--- config.mk ---
export PLATFORM = sky130hd
export DESIGN_NAME = broadcast_queue_flat
export DESIGN_NICKNAME = d
export VERILOG_FILES = /design/src/rtl/broadcast_queue_pkg.sv /design/src/rtl/broadcast_queue_if.sv /design/src/rtl/bq_storage.sv /design/src/rtl/broadcast_queue.sv /design/src/flat_wrapper.sv
export SDC_FILE = /design/constraint.sdc
export NUM_CORES = 1
export LEC_CHECK = 0
export CAP_MARGIN = 20
export CORE_MARGIN = 3
export CORE_UTILIZATION = 60
export DETAILED_ROUTE_END_ITERATION = 12
export GPL_TIMING_DRIVEN = 0
export PLACE_DENSITY = 0.81
export SYNTH_ARGS = -nofsm -noshare
export SYNTH_HDL_FRONTEND = slang
export SYNTH_HIERARCHICAL = 1
export SYNTH_SLANG_ARGS = --single-unit
export TNS_END_PERCENT = 100
--- constraint.sdc ---
create_clock -name clk -period 8.2 [get_ports clk]
set_input_delay 2.05 -clock clk [delete_from_list [all_inputs] [get_ports clk]]
set_output_delay 2.05 -clock clk [all_outputs]
set_load 0.02 [all_outputs]
--- src/rtl/broadcast_queue_pkg.sv ---
// Shared defaults and entry layout for the result broadcast queue.
// Contents: depth/width defaults and the packed (tag, data) queue entry.
package broadcast_queue_pkg;

    localparam int BQ_DEPTH  = 8;
    localparam int BQ_TAG_W  = 5;
    localparam int BQ_DATA_W = 32;

    // Storage packs entries as {tag, data}, tag in the upper bits.
    typedef struct packed {
        logic [BQ_TAG_W-1:0]  tag;
        logic [BQ_DATA_W-1:0] data;
    } bq_entry_t;

endpackage

--- src/rtl/broadcast_queue_if.sv ---
// Handshake/result-bus bundle between execution units, arbiter and queue.
// master: drives write ports, allowBroadcast, flush; slave: the queue.
interface broadcast_queue_if
    import broadcast_queue_pkg::*;
#(
    parameter int TAG_W  = BQ_TAG_W,
    parameter int DATA_W = BQ_DATA_W
);
    logic              wr0_valid;
    logic [TAG_W-1:0]  wr0_tag;
    logic [DATA_W-1:0] wr0_data;
    logic              wr0_ready;
    logic              wr1_valid;
    logic [TAG_W-1:0]  wr1_tag;
    logic [DATA_W-1:0] wr1_data;
    logic              wr1_ready;
    logic              allowBroadcast;
    logic              flush;
    logic              queueFull;
    logic              queueEmpty;
    logic              broadcastDataAvailable;
    logic              ongoingBroadcast;
    logic              bcast_valid;
    logic [TAG_W-1:0]  bcast_tag;
    logic [DATA_W-1:0] bcast_data;

    modport master (
        output wr0_valid, wr0_tag, wr0_data,
        output wr1_valid, wr1_tag, wr1_data,
        output allowBroadcast, flush,
        input  wr0_ready, wr1_ready,
        input  queueFull, queueEmpty,
        input  broadcastDataAvailable, ongoingBroadcast,
        input  bcast_valid, bcast_tag, bcast_data
    );

    modport slave (
        input  wr0_valid, wr0_tag, wr0_data,
        input  wr1_valid, wr1_tag, wr1_data,
        input  allowBroadcast, flush,
        output wr0_ready, wr1_ready,
        output queueFull, queueEmpty,
        output broadcastDataAvailable, ongoingBroadcast,
        output bcast_valid, bcast_tag, bcast_data
    );

endinterface

--- src/rtl/bq_storage.sv ---
// Entry array for the broadcast queue: two write ports, one async read.
// Ports: we0/waddr0/wdata0, we1/waddr1/wdata1 writes; raddr -> rdata.
module bq_storage #(
    parameter int DEPTH = 8,
    parameter int W     = 37,
    localparam int AW   = $clog2(DEPTH)
) (
    input  logic          clk,
    input  logic          we0,
    input  logic [AW-1:0] waddr0,
    input  logic [W-1:0]  wdata0,
    input  logic          we1,
    input  logic [AW-1:0] waddr1,
    input  logic [W-1:0]  wdata1,
    input  logic [AW-1:0] raddr,
    output logic [W-1:0]  rdata
);

    logic [W-1:0] mem_q [DEPTH];

    // Control never issues both writes to the same slot.
    always_ff @(posedge clk) begin
        if (we0) mem_q[waddr0] <= wdata0;
        if (we1) mem_q[waddr1] <= wdata1;
    end

    assign rdata = mem_q[raddr];

endmodule

--- src/rtl/broadcast_queue.sv ---
// FIFO of completed results, popped one per grant onto the result bus.
// Ports: clk, rst (async active-low), bus (slave side of the bundle).
module broadcast_queue
    import broadcast_queue_pkg::*;
#(
    parameter int DEPTH  = BQ_DEPTH,
    parameter int TAG_W  = BQ_TAG_W,
    parameter int DATA_W = BQ_DATA_W
) (
    input logic              clk,
    input logic              rst,
    broadcast_queue_if.slave bus
);

    localparam int PTR_W = $clog2(DEPTH);
    localparam int CNT_W = PTR_W + 1;
    localparam int ENT_W = TAG_W + DATA_W;
    localparam logic [CNT_W-1:0] DEPTH_C = CNT_W'(DEPTH);

    logic [CNT_W-1:0]  count_q, count_d, free;
    logic [PTR_W-1:0]  head_q, head_d;
    logic [PTR_W-1:0]  tail_q, tail_d;
    logic [PTR_W-1:0]  waddr1;
    logic              rdy0, rdy1;
    logic              push0, push1, pop;
    logic [ENT_W-1:0]  rdata;
    logic              bv_q, bv_d;
    logic [TAG_W-1:0]  btag_q, btag_d;
    logic [DATA_W-1:0] bdata_q, bdata_d;

    // Space is judged on registered count only; a same-cycle pop
    // never makes room for a push.
    always_comb begin
        free  = DEPTH_C - count_q;
        rdy0  = !bus.flush && (free >= CNT_W'(1));
        rdy1  = !bus.flush &&
                (bus.wr0_valid ? (free >= CNT_W'(2))
                               : (free >= CNT_W'(1)));
        push0 = bus.wr0_valid && rdy0;
        push1 = bus.wr1_valid && rdy1;
        pop   = bus.allowBroadcast && (count_q != '0) && !bus.flush;
        // Port 1 lands behind port 0 when both push.
        waddr1 = push0 ? tail_q + PTR_W'(1) : tail_q;
    end

    always_comb begin
        count_d = count_q + CNT_W'(push0) + CNT_W'(push1)
                  - CNT_W'(pop);
        head_d  = head_q + PTR_W'(pop);
        tail_d  = tail_q + PTR_W'(push0) + PTR_W'(push1);
        bv_d    = pop;
        btag_d  = btag_q;
        bdata_d = bdata_q;
        if (pop) begin
            btag_d  = rdata[ENT_W-1 -: TAG_W];
            bdata_d = rdata[DATA_W-1:0];
        end
        if (bus.flush) begin
            count_d = '0;
            head_d  = '0;
            tail_d  = '0;
            bv_d    = 1'b0;
        end
    end

    always_ff @(posedge clk or negedge rst) begin
        if (!rst) begin
            count_q <= '0;
            head_q  <= '0;
            tail_q  <= '0;
            bv_q    <= 1'b0;
            btag_q  <= '0;
            bdata_q <= '0;
        end else begin
            count_q <= count_d;
            head_q  <= head_d;
            tail_q  <= tail_d;
            bv_q    <= bv_d;
            btag_q  <= btag_d;
            bdata_q <= bdata_d;
        end
    end

    bq_storage #(
        .DEPTH (DEPTH),
        .W     (ENT_W)
    ) u_storage (
        .clk    (clk),
        .we0    (push0),
        .waddr0 (tail_q),
        .wdata0 ({bus.wr0_tag, bus.wr0_data}),
        .we1    (push1),
        .waddr1 (waddr1),
        .wdata1 ({bus.wr1_tag, bus.wr1_data}),
        .raddr  (head_q),
        .rdata  (rdata)
    );

    // Readies are masked while in reset so nothing looks acceptable.
    assign bus.wr0_ready              = rst && rdy0;
    assign bus.wr1_ready              = rst && rdy1;
    assign bus.queueFull              = (count_q == DEPTH_C);
    assign bus.queueEmpty             = (count_q == '0);
    assign bus.broadcastDataAvailable = (count_q != '0);
    assign bus.ongoingBroadcast       = bv_q;
    assign bus.bcast_valid            = bv_q;
    assign bus.bcast_tag              = btag_q;
    assign bus.bcast_data             = bdata_q;

endmodule

--- src/flat_wrapper.sv ---
// flat-port wrapper written by rule: the top's interface ports become plain ports
module broadcast_queue_flat import broadcast_queue_pkg::*;
#(
    parameter int DEPTH  = BQ_DEPTH,
    parameter int TAG_W  = BQ_TAG_W,
    parameter int DATA_W = BQ_DATA_W
)
  (clk, rst, bus_wr0_valid, bus_wr0_tag, bus_wr0_data, bus_wr1_valid, bus_wr1_tag, bus_wr1_data, bus_allowBroadcast, bus_flush, bus_wr0_ready, bus_wr1_ready, bus_queueFull, bus_queueEmpty, bus_broadcastDataAvailable, bus_ongoingBroadcast, bus_bcast_valid, bus_bcast_tag, bus_bcast_data);
  broadcast_queue_if #(.TAG_W(TAG_W), .DATA_W(DATA_W)) bus_i ();
  input logic clk;
  input logic rst;
  input wire logic [$bits(bus_i.wr0_valid)-1:0] bus_wr0_valid;
  input wire logic [$bits(bus_i.wr0_tag)-1:0] bus_wr0_tag;
  input wire logic [$bits(bus_i.wr0_data)-1:0] bus_wr0_data;
  input wire logic [$bits(bus_i.wr1_valid)-1:0] bus_wr1_valid;
  input wire logic [$bits(bus_i.wr1_tag)-1:0] bus_wr1_tag;
  input wire logic [$bits(bus_i.wr1_data)-1:0] bus_wr1_data;
  input wire logic [$bits(bus_i.allowBroadcast)-1:0] bus_allowBroadcast;
  input wire logic [$bits(bus_i.flush)-1:0] bus_flush;
  output wire logic [$bits(bus_i.wr0_ready)-1:0] bus_wr0_ready;
  output wire logic [$bits(bus_i.wr1_ready)-1:0] bus_wr1_ready;
  output wire logic [$bits(bus_i.queueFull)-1:0] bus_queueFull;
  output wire logic [$bits(bus_i.queueEmpty)-1:0] bus_queueEmpty;
  output wire logic [$bits(bus_i.broadcastDataAvailable)-1:0] bus_broadcastDataAvailable;
  output wire logic [$bits(bus_i.ongoingBroadcast)-1:0] bus_ongoingBroadcast;
  output wire logic [$bits(bus_i.bcast_valid)-1:0] bus_bcast_valid;
  output wire logic [$bits(bus_i.bcast_tag)-1:0] bus_bcast_tag;
  output wire logic [$bits(bus_i.bcast_data)-1:0] bus_bcast_data;
  assign bus_i.wr0_valid = bus_wr0_valid;
  assign bus_i.wr0_tag = bus_wr0_tag;
  assign bus_i.wr0_data = bus_wr0_data;
  assign bus_i.wr1_valid = bus_wr1_valid;
  assign bus_i.wr1_tag = bus_wr1_tag;
  assign bus_i.wr1_data = bus_wr1_data;
  assign bus_i.allowBroadcast = bus_allowBroadcast;
  assign bus_i.flush = bus_flush;
  assign bus_wr0_ready = bus_i.wr0_ready;
  assign bus_wr1_ready = bus_i.wr1_ready;
  assign bus_queueFull = bus_i.queueFull;
  assign bus_queueEmpty = bus_i.queueEmpty;
  assign bus_broadcastDataAvailable = bus_i.broadcastDataAvailable;
  assign bus_ongoingBroadcast = bus_i.ongoingBroadcast;
  assign bus_bcast_valid = bus_i.bcast_valid;
  assign bus_bcast_tag = bus_i.bcast_tag;
  assign bus_bcast_data = bus_i.bcast_data;
  broadcast_queue #(.DEPTH(DEPTH), .TAG_W(TAG_W), .DATA_W(DATA_W)) u_core (.clk(clk), .rst(rst), .bus(bus_i));
endmodule
==> results.cfg, run 1 <==
[outcome]
status = complete, no violations

[synth]
mappedNetlistArea_um2 = 17030
synth_fp_nets = 1116
avgSynthCellArea_um2 = 16.69
synth_edf_count = 296
synth_ff_type = edfxtp_1
ys_types = 41
yosys.area.top_type = edfxtp_1
synthArstFlopShare_pct = 13.95
seq_area_frac_synth_pct = 59.25
synth.top_cells.by_area = edfxtp_1 (52%), mux2_2 (22%), mux4_2 (9.8%), dfrtp_1 (7.1%), nand2_1 (2.5%)
yosysWarnings = 6
syn_inst = 1020
synth.top_cell.area_share_pct = 52.20
yosys_register_bits = 344

[clock_tree]
cts_setup_buffers = 0
cts_resized = 0
cts_sinks = 344
hold_buffers = 0
cts_tree = built
cts_buffers = 37
cts_buffer_depth = 3
insertion_delay_ps = 520
clkSlewWorstSetupHoldPaths_ps = 50
h-tree-depth = 2
cts-root-buf = clkbuf_16

[power]
pwr-share-clk_pct = 28.8
p_sw_mw = 1.581
p_int_mw = 3.967
max-vdd-ir-drop_mv = 0.1679
p_per_area_nw_per_um2 = 274.5
p_sw_share_pct = 28.49
seqPwrFrac_pct = 41.9
p_leak_nw = 7.023
combPwrFrac_pct = 29.3

[die]
rows = 61
core-area_um2 = 27860
die_area_um2 = 30440
die_w_um = 174.5
die_h_um = 174.5
initial_core_util_pct = 61.13
io_pins = 124

[sta]
rsz0062_at_grt = no
fin_crit_ps = 5796
fin_crit_sh_pct = 70.69
hold_slack_ps = 473.6
finalSetupTns_ps = 0
max_freq_mhz = 172.5
finalMaxSlewViolations = 0
setup_violations = 0
postLayoutSetupSlackWorst_ps = 2404
hold_violations = 0
worst_pin_slew_ps = 904.9
skew_ps = 21.63
relSlewSlack_pct = 39.44

[setup_path]
end_kind = output pin
cp-endpoint = bus_wr0_ready
crit_start = rst
required_ps = 6150
cp_data_arrival_time_ps = 3750
worst-r2r-cell-count = 12
cp-start-kind = input port
critPathSlowestCell = clkdlybuf4s50_1
critical_path_class = input port to output pin
regToRegSetupSlack_ps = 4050
crit_fanout = 26
r2r_start = u_core/count_q[1]
r2r_end = u_core/u_storage/mem_q[4][18]
worstPathCellList = buf_2 -> buf_12 -> nand2b_1 -> a21oi_1 -> clkdlybuf4s50_1
max_stage_delay_ps = 630

[route]
vias_per_cell = 6.259
num_vias = 9996
wire_per_inst_um = 25.13
dr.pass1.iters = 5
drc = 0
drtAntennaViolNets = 0
routed_wl_mm = 40.14
drt_iter0_drc = 829

[min_path]
min_path_type = register to register

[layout]
nets = 1289
antenna_cells = 0
utilization_pct = 72.56
fin_area_um2 = 20210
drive_gt1_share_pct = 44.13
areaGrowthSynthToFinish_pct = 18.71

[global_routing]
grt_usage_pct = 26.94
grt_pass1_vias = 10610
grt_max_degree = 27
antenna_found_initial = 0
grt_overflow = 0
grt_pass1_wl_mm = 62.26

[place]
portBuffers = 122
gp_congestion = 0.7627
place_area_um2 = 19070
pre_cts_slack_ps = 2353
detailed_place_hpwl_mm = 25.35

[run]
maxCapViolCount = 0
## sequential cells by signal, summed over array words and instances (netlist names)
| name | count |
|---|---|
| u_core/u_storage/mem_q | 296 |
| u_core/bus.bcast_tag | 5 |
| u_core/bus.bcast_data | 32 |
| u_core/tail_q | 3 |
| u_core/bus.bcast_valid | 1 |
| u_core/head_q | 3 |
| u_core/count_q | 4 |
## per-stage QoR
step	instances	total power [mW]
finish	1597	5.548
global route	1597	5.784
floorplan	1020	3.354
CTS	1597	5.582
detailed placement	1532	3.978
global placement	1520	3.888
## synthesized netlist by cell type, types with 2 or more instances
| master | instances |
|---|---|
| ha_1 | 15 |
| nor3_1 | 2 |
| and4bb_2 | 3 |
| buf_4 | 7 |
| nand2_1 | 115 |
| buf_2 | 41 |
| dfrtp_1 | 48 |
| buf_6 | 7 |
| nand2b_1 | 6 |
| edfxtp_1 | 296 |
| nor2_1 | 7 |
| a21oi_1 | 3 |
| o21bai_1 | 3 |
| xor2_1 | 2 |
| nand4b_1 | 3 |
| nor2b_1 | 6 |
| a31o_2 | 2 |
| mux4_2 | 74 |
| mux2_2 | 334 |
| inv_1 | 10 |
| clkbuf_1 | 7 |
| o21ai_0 | 4 |
| xnor2_1 | 7 |
## cells by family (layout without fill, tap and decap cells)
logic type / Yosys count / count (layout) / synth area share (%)
buf+inv: 73 / 272 / 2.373
mux: 408 / 408 / 31.87
compound gates: 17 / 17 / 0.6834
flops: 344 / 344 / 59.25
simple gates: 153 / 153 / 4.137
xor+xnor: 9 / 9 / 0.4629
fa+ha+maj: 16 / 16 / 1.220
## worst min-delay path by stage
stage / to / from / slack (ps) / cells past startpoint
floorplan: u_core/head_q[2] / u_core/head_q[2] / 520 / 2
global placement: u_core/bus.bcast_data[23] / u_core/bus.bcast_data[23] / 460 / 2
detailed placement: u_core/bus.bcast_data[10] / u_core/bus.bcast_data[10] / 460 / 2
CTS: u_core/bus.bcast_data[10] / u_core/bus.bcast_data[10] / 480 / 2
global route: u_core/bus.bcast_data[7] / u_core/bus.bcast_data[7] / 500 / 2
finish: u_core/bus.bcast_data[10] / u_core/bus.bcast_data[10] / 470 / 2
## layout make-up
class / count / area (µm²)
fill: 1780 / 7644
sequential: 344 / 10090
clock inverter: 10 / 120.1
buffer: 63 / 366.6
tap: 378 / 473.0
inverter: 10 / 37.54
clock buffer: 55 / 1023
timing repair buffer: 134 / 1501
multi-input combinational: 603 / 6603
## cell usage in the layout (no fill, tap or decap), types with 2 or more instances in the layout
cell / netlist / routed
a21oi_1: 3 / 3
a31o_2: 2 / 2
and4bb_2: 3 / 3
buf_12: 0 / 6
buf_16: 0 / 6
buf_2: 41 / 42
buf_4: 7 / 7
buf_6: 7 / 7
bufinv_16: 0 / 3
clkbuf_1: 7 / 22
clkbuf_16: 0 / 37
clkbuf_8: 0 / 3
clkdlybuf4s50_1: 0 / 121
clkinv_1: 0 / 4
clkinv_2: 0 / 3
dfrtp_1: 48 / 48
edfxtp_1: 296 / 296
ha_1: 15 / 15
inv_1: 10 / 10
mux2_2: 334 / 334
mux4_2: 74 / 74
nand2_1: 115 / 115
nand2b_1: 6 / 6
nand4b_1: 3 / 3
nor2_1: 7 / 7
nor2b_1: 6 / 6
nor3_1: 2 / 2
o21ai_4: 0 / 4
o21bai_4: 0 / 2
xnor2_1: 7 / 7
xor2_1: 2 / 2
## critical path: cells and delay by family
kind	cells	cell delay (ps)
compound gates	1	120
buf+inv	3	1460
simple gates	1	100
## layer usage
metal | share of wire (%) | vias to the layer above | GRT usage, %
li1 | - | 4338 | -
met5 | 0 | - | 0
met3 | 7.2 | 80 | 3.757
met1 | 40 | 5160 | 37.15
met4 | 2.9 | 0 | 9.350
met2 | 50 | 418 | 44.61
## power by group through the flow
| stage | clock (mW) | sequential, mW | combinational, mW |
|---|---|---|---|
| finish | 1.60 | 2.32 | 1.63 |
| global route | 1.69 | 2.35 | 1.74 |
| CTS | 1.62 | 2.32 | 1.63 |
| detailed placement | 0 | 2.36 | 1.62 |
| global placement | 0 | 2.36 | 1.52 |
| floorplan | 0 | 2.44 | 0.910 |
Note: power is estimated with default switching activity, not from simulation.
==> run 2: changes to the inputs <==
- CORE_UTILIZATION: 60 -> 59
- PLACE_DENSITY: 0.81 -> 0.8
- clock period: 8.2 -> 5.4 ns (I/O delays scaled with it)
==> results.cfg, run 2 (same netlist as run 1, synthesis figures left out) <==
[clock_tree]
cts_setup_buffers = 0
hold_buffers = 0
cts_sinks = 344
h-tree-depth = 2
clkSlewWorstSetupHoldPaths_ps = 60
cts_buffers = 38
cts_buffer_depth = 3
cts_resized = 0
cts_tree = built
insertion_delay_ps = 520
cts-root-buf = clkbuf_16

[sta]
setup_violations = 0
fin_crit_sh_pct = 84.31
rsz0062_at_grt = no
finalMaxSlewViolations = 0
hold_violations = 0
worst_pin_slew_ps = 926.6
max_freq_mhz = 219.6
relSlewSlack_pct = 37.99
postLayoutSetupSlackWorst_ps = 847.0
skew_ps = 17.49
fin_crit_ps = 4553

[layout]
largest_register_ffs = 296
antenna_cells = 0
nets = 1289
top_register = u_core/u_storage/mem_q
final_common_cell = mux2_2
utilization_pct = 71.98
final_cell_mix = mux2_2 (334), edfxtp_1 (296), clkdlybuf4s50_1 (121)
drive_gt1_share_pct = 44.27
stdcell_count = 1600
areaGrowthSynthToFinish_pct = 18.72

[global_routing]
antenna_found_initial = 1
grt_overflow = 0
gr-usage-met1_pct = 37.10
grt_pass1_vias = 10470
busiest_layer = met2
grt_usage_pct = 26.73
gr-usage-met2_pct = 44.63
grt_pass1_wl_mm = 62.40
grt_max_degree = 30
grt.met3_usage_pct = 3.956

[place]
pre_cts_slack_ps = 321.2
detailed_place_hpwl_mm = 25.58
gp_congestion = 0.7572
dp_cells = 1531
portBuffers = 122

[setup_path]
r2r_end = u_core/u_storage/mem_q[0][22]
critical_path_class = input port to register
max_stage_delay_ps = 730
regToRegSetupSlack_ps = 1090
crit_start = bus_wr0_valid
worst-r2r-cell-count = 11
cp_data_arrival_time_ps = 4770
cp-start-kind = input port
end_kind = register
cp-endpoint = u_core/u_storage/mem_q[0][22]
required_ps = 5620
crit_fanout = 21
worstPathCellList = clkdlybuf4s50_1 -> nand2b_1 -> a21oi_2 -> mux2_2 -> nor4b_2 -> buf_2 -> buf_4 -> a31o_2 -> buf_16
r2r_start = u_core/count_q[1]
critPathSlowestCell = a31o_2

[route]
dr.pass1.iters = 5
routed_wl_mm = 40.73
drt_iter0_drc = 832
wire_per_inst_um = 25.46
drtAntennaViolNets = 0
vias_per_cell = 6.173
drc = 0
num_vias = 9876

[outcome]
status = complete, no violations

[power]
max-vdd-ir-drop_mv = 0.2332
p_per_area_nw_per_um2 = 416.5
p_leak_nw = 7.031

[die]
io_pins = 124
initial_core_util_pct = 60.63
die_w_um = 175.9
die_area_um2 = 30940
rows = 61
core-area_um2 = 28090
die_h_um = 175.9

[min_path]
min_path_type = register to register

[run]
maxCapViolCount = 0
run 2: cell types whose count changed in the layout (fill, tap and decap cells not counted):
cell,previous run,this run
bufinv_16,3,1
clkbuf_16,37,39
clkinv_2,3,5
buf_12,6,5
clkbuf_1,22,21
clkbuf_8,3,4
clkinv_1,4,5
inv_6,0,1
run 2: final cells by class:
class | count | area [µm²]
Clock buffer | 57 | 1084
Clock inverter | 12 | 82.58
Tap cell | 378 | 473.0
Timing Repair Buffer | 133 | 1481
Multi-Input combinational cell | 603 | 6603
Sequential cell | 344 | 10090
Buffer | 63 | 366.6
Fill cell | 1887 | 7870
Inverter | 10 | 37.54
run 2: worst max-delay path: cells and delay by family:
family / cells / cell delay, ps
AO/OA/AOI/OAI: 2 / 1130
AND/OR/NAND/NOR: 2 / 370
multiplexers: 1 / 460
buffers and inverters: 4 / 1430
run 2: where the power goes:
part / internal (mW) / total, mW / switching [mW]
Combinational: 1.19 / 2.46 / 1.27
Sequential: 3.37 / 3.53 / 0.157
Clock: 1.43 / 2.43 / 1.00
run 2: layer usage:
layer | vias to the layer above | wire [µm]
li1 | 4351 | -
met1 | 5051 | 16470
met2 | 402 | 20420
met3 | 70 | 2940
met4 | 2 | 895
met5 | - | 11
run 2: stage by stage:
| step | hold WS, ps | area, µm² | setup TNS, ps | power [mW] |
|---|---|---|---|---|
| 6_report | 469.8 | 20220 | 0 | 8.421 |
| 5_1_grt | 494.8 | 20220 | 0 | 8.790 |
| 4_1_cts | 476.1 | 20220 | 0 | 8.475 |
| 3_5_place_dp | 461.3 | 19050 | 0 | 6.035 |
| 3_3_place_gp | 456.0 | 18720 | -539860 | 5.918 |
| 2_1_floorplan | 518.7 | 17030 | 0 | 5.093 |
run 2: worst min-delay path by stage:
stage                                          from                   endpoint  slack [ps]  cells past startpoint
after floorplan                    u_core/head_q[2]           u_core/head_q[2]         520                      2
after global placement    u_core/bus.bcast_data[30]  u_core/bus.bcast_data[30]         460                      2
after detailed placement   u_core/bus.bcast_data[8]   u_core/bus.bcast_data[8]         460                      2
after CTS                 u_core/bus.bcast_data[27]  u_core/bus.bcast_data[27]         480                      2
after global routing      u_core/bus.bcast_data[27]  u_core/bus.bcast_data[27]         490                      2
final                     u_core/bus.bcast_data[27]  u_core/bus.bcast_data[27]         470                      2
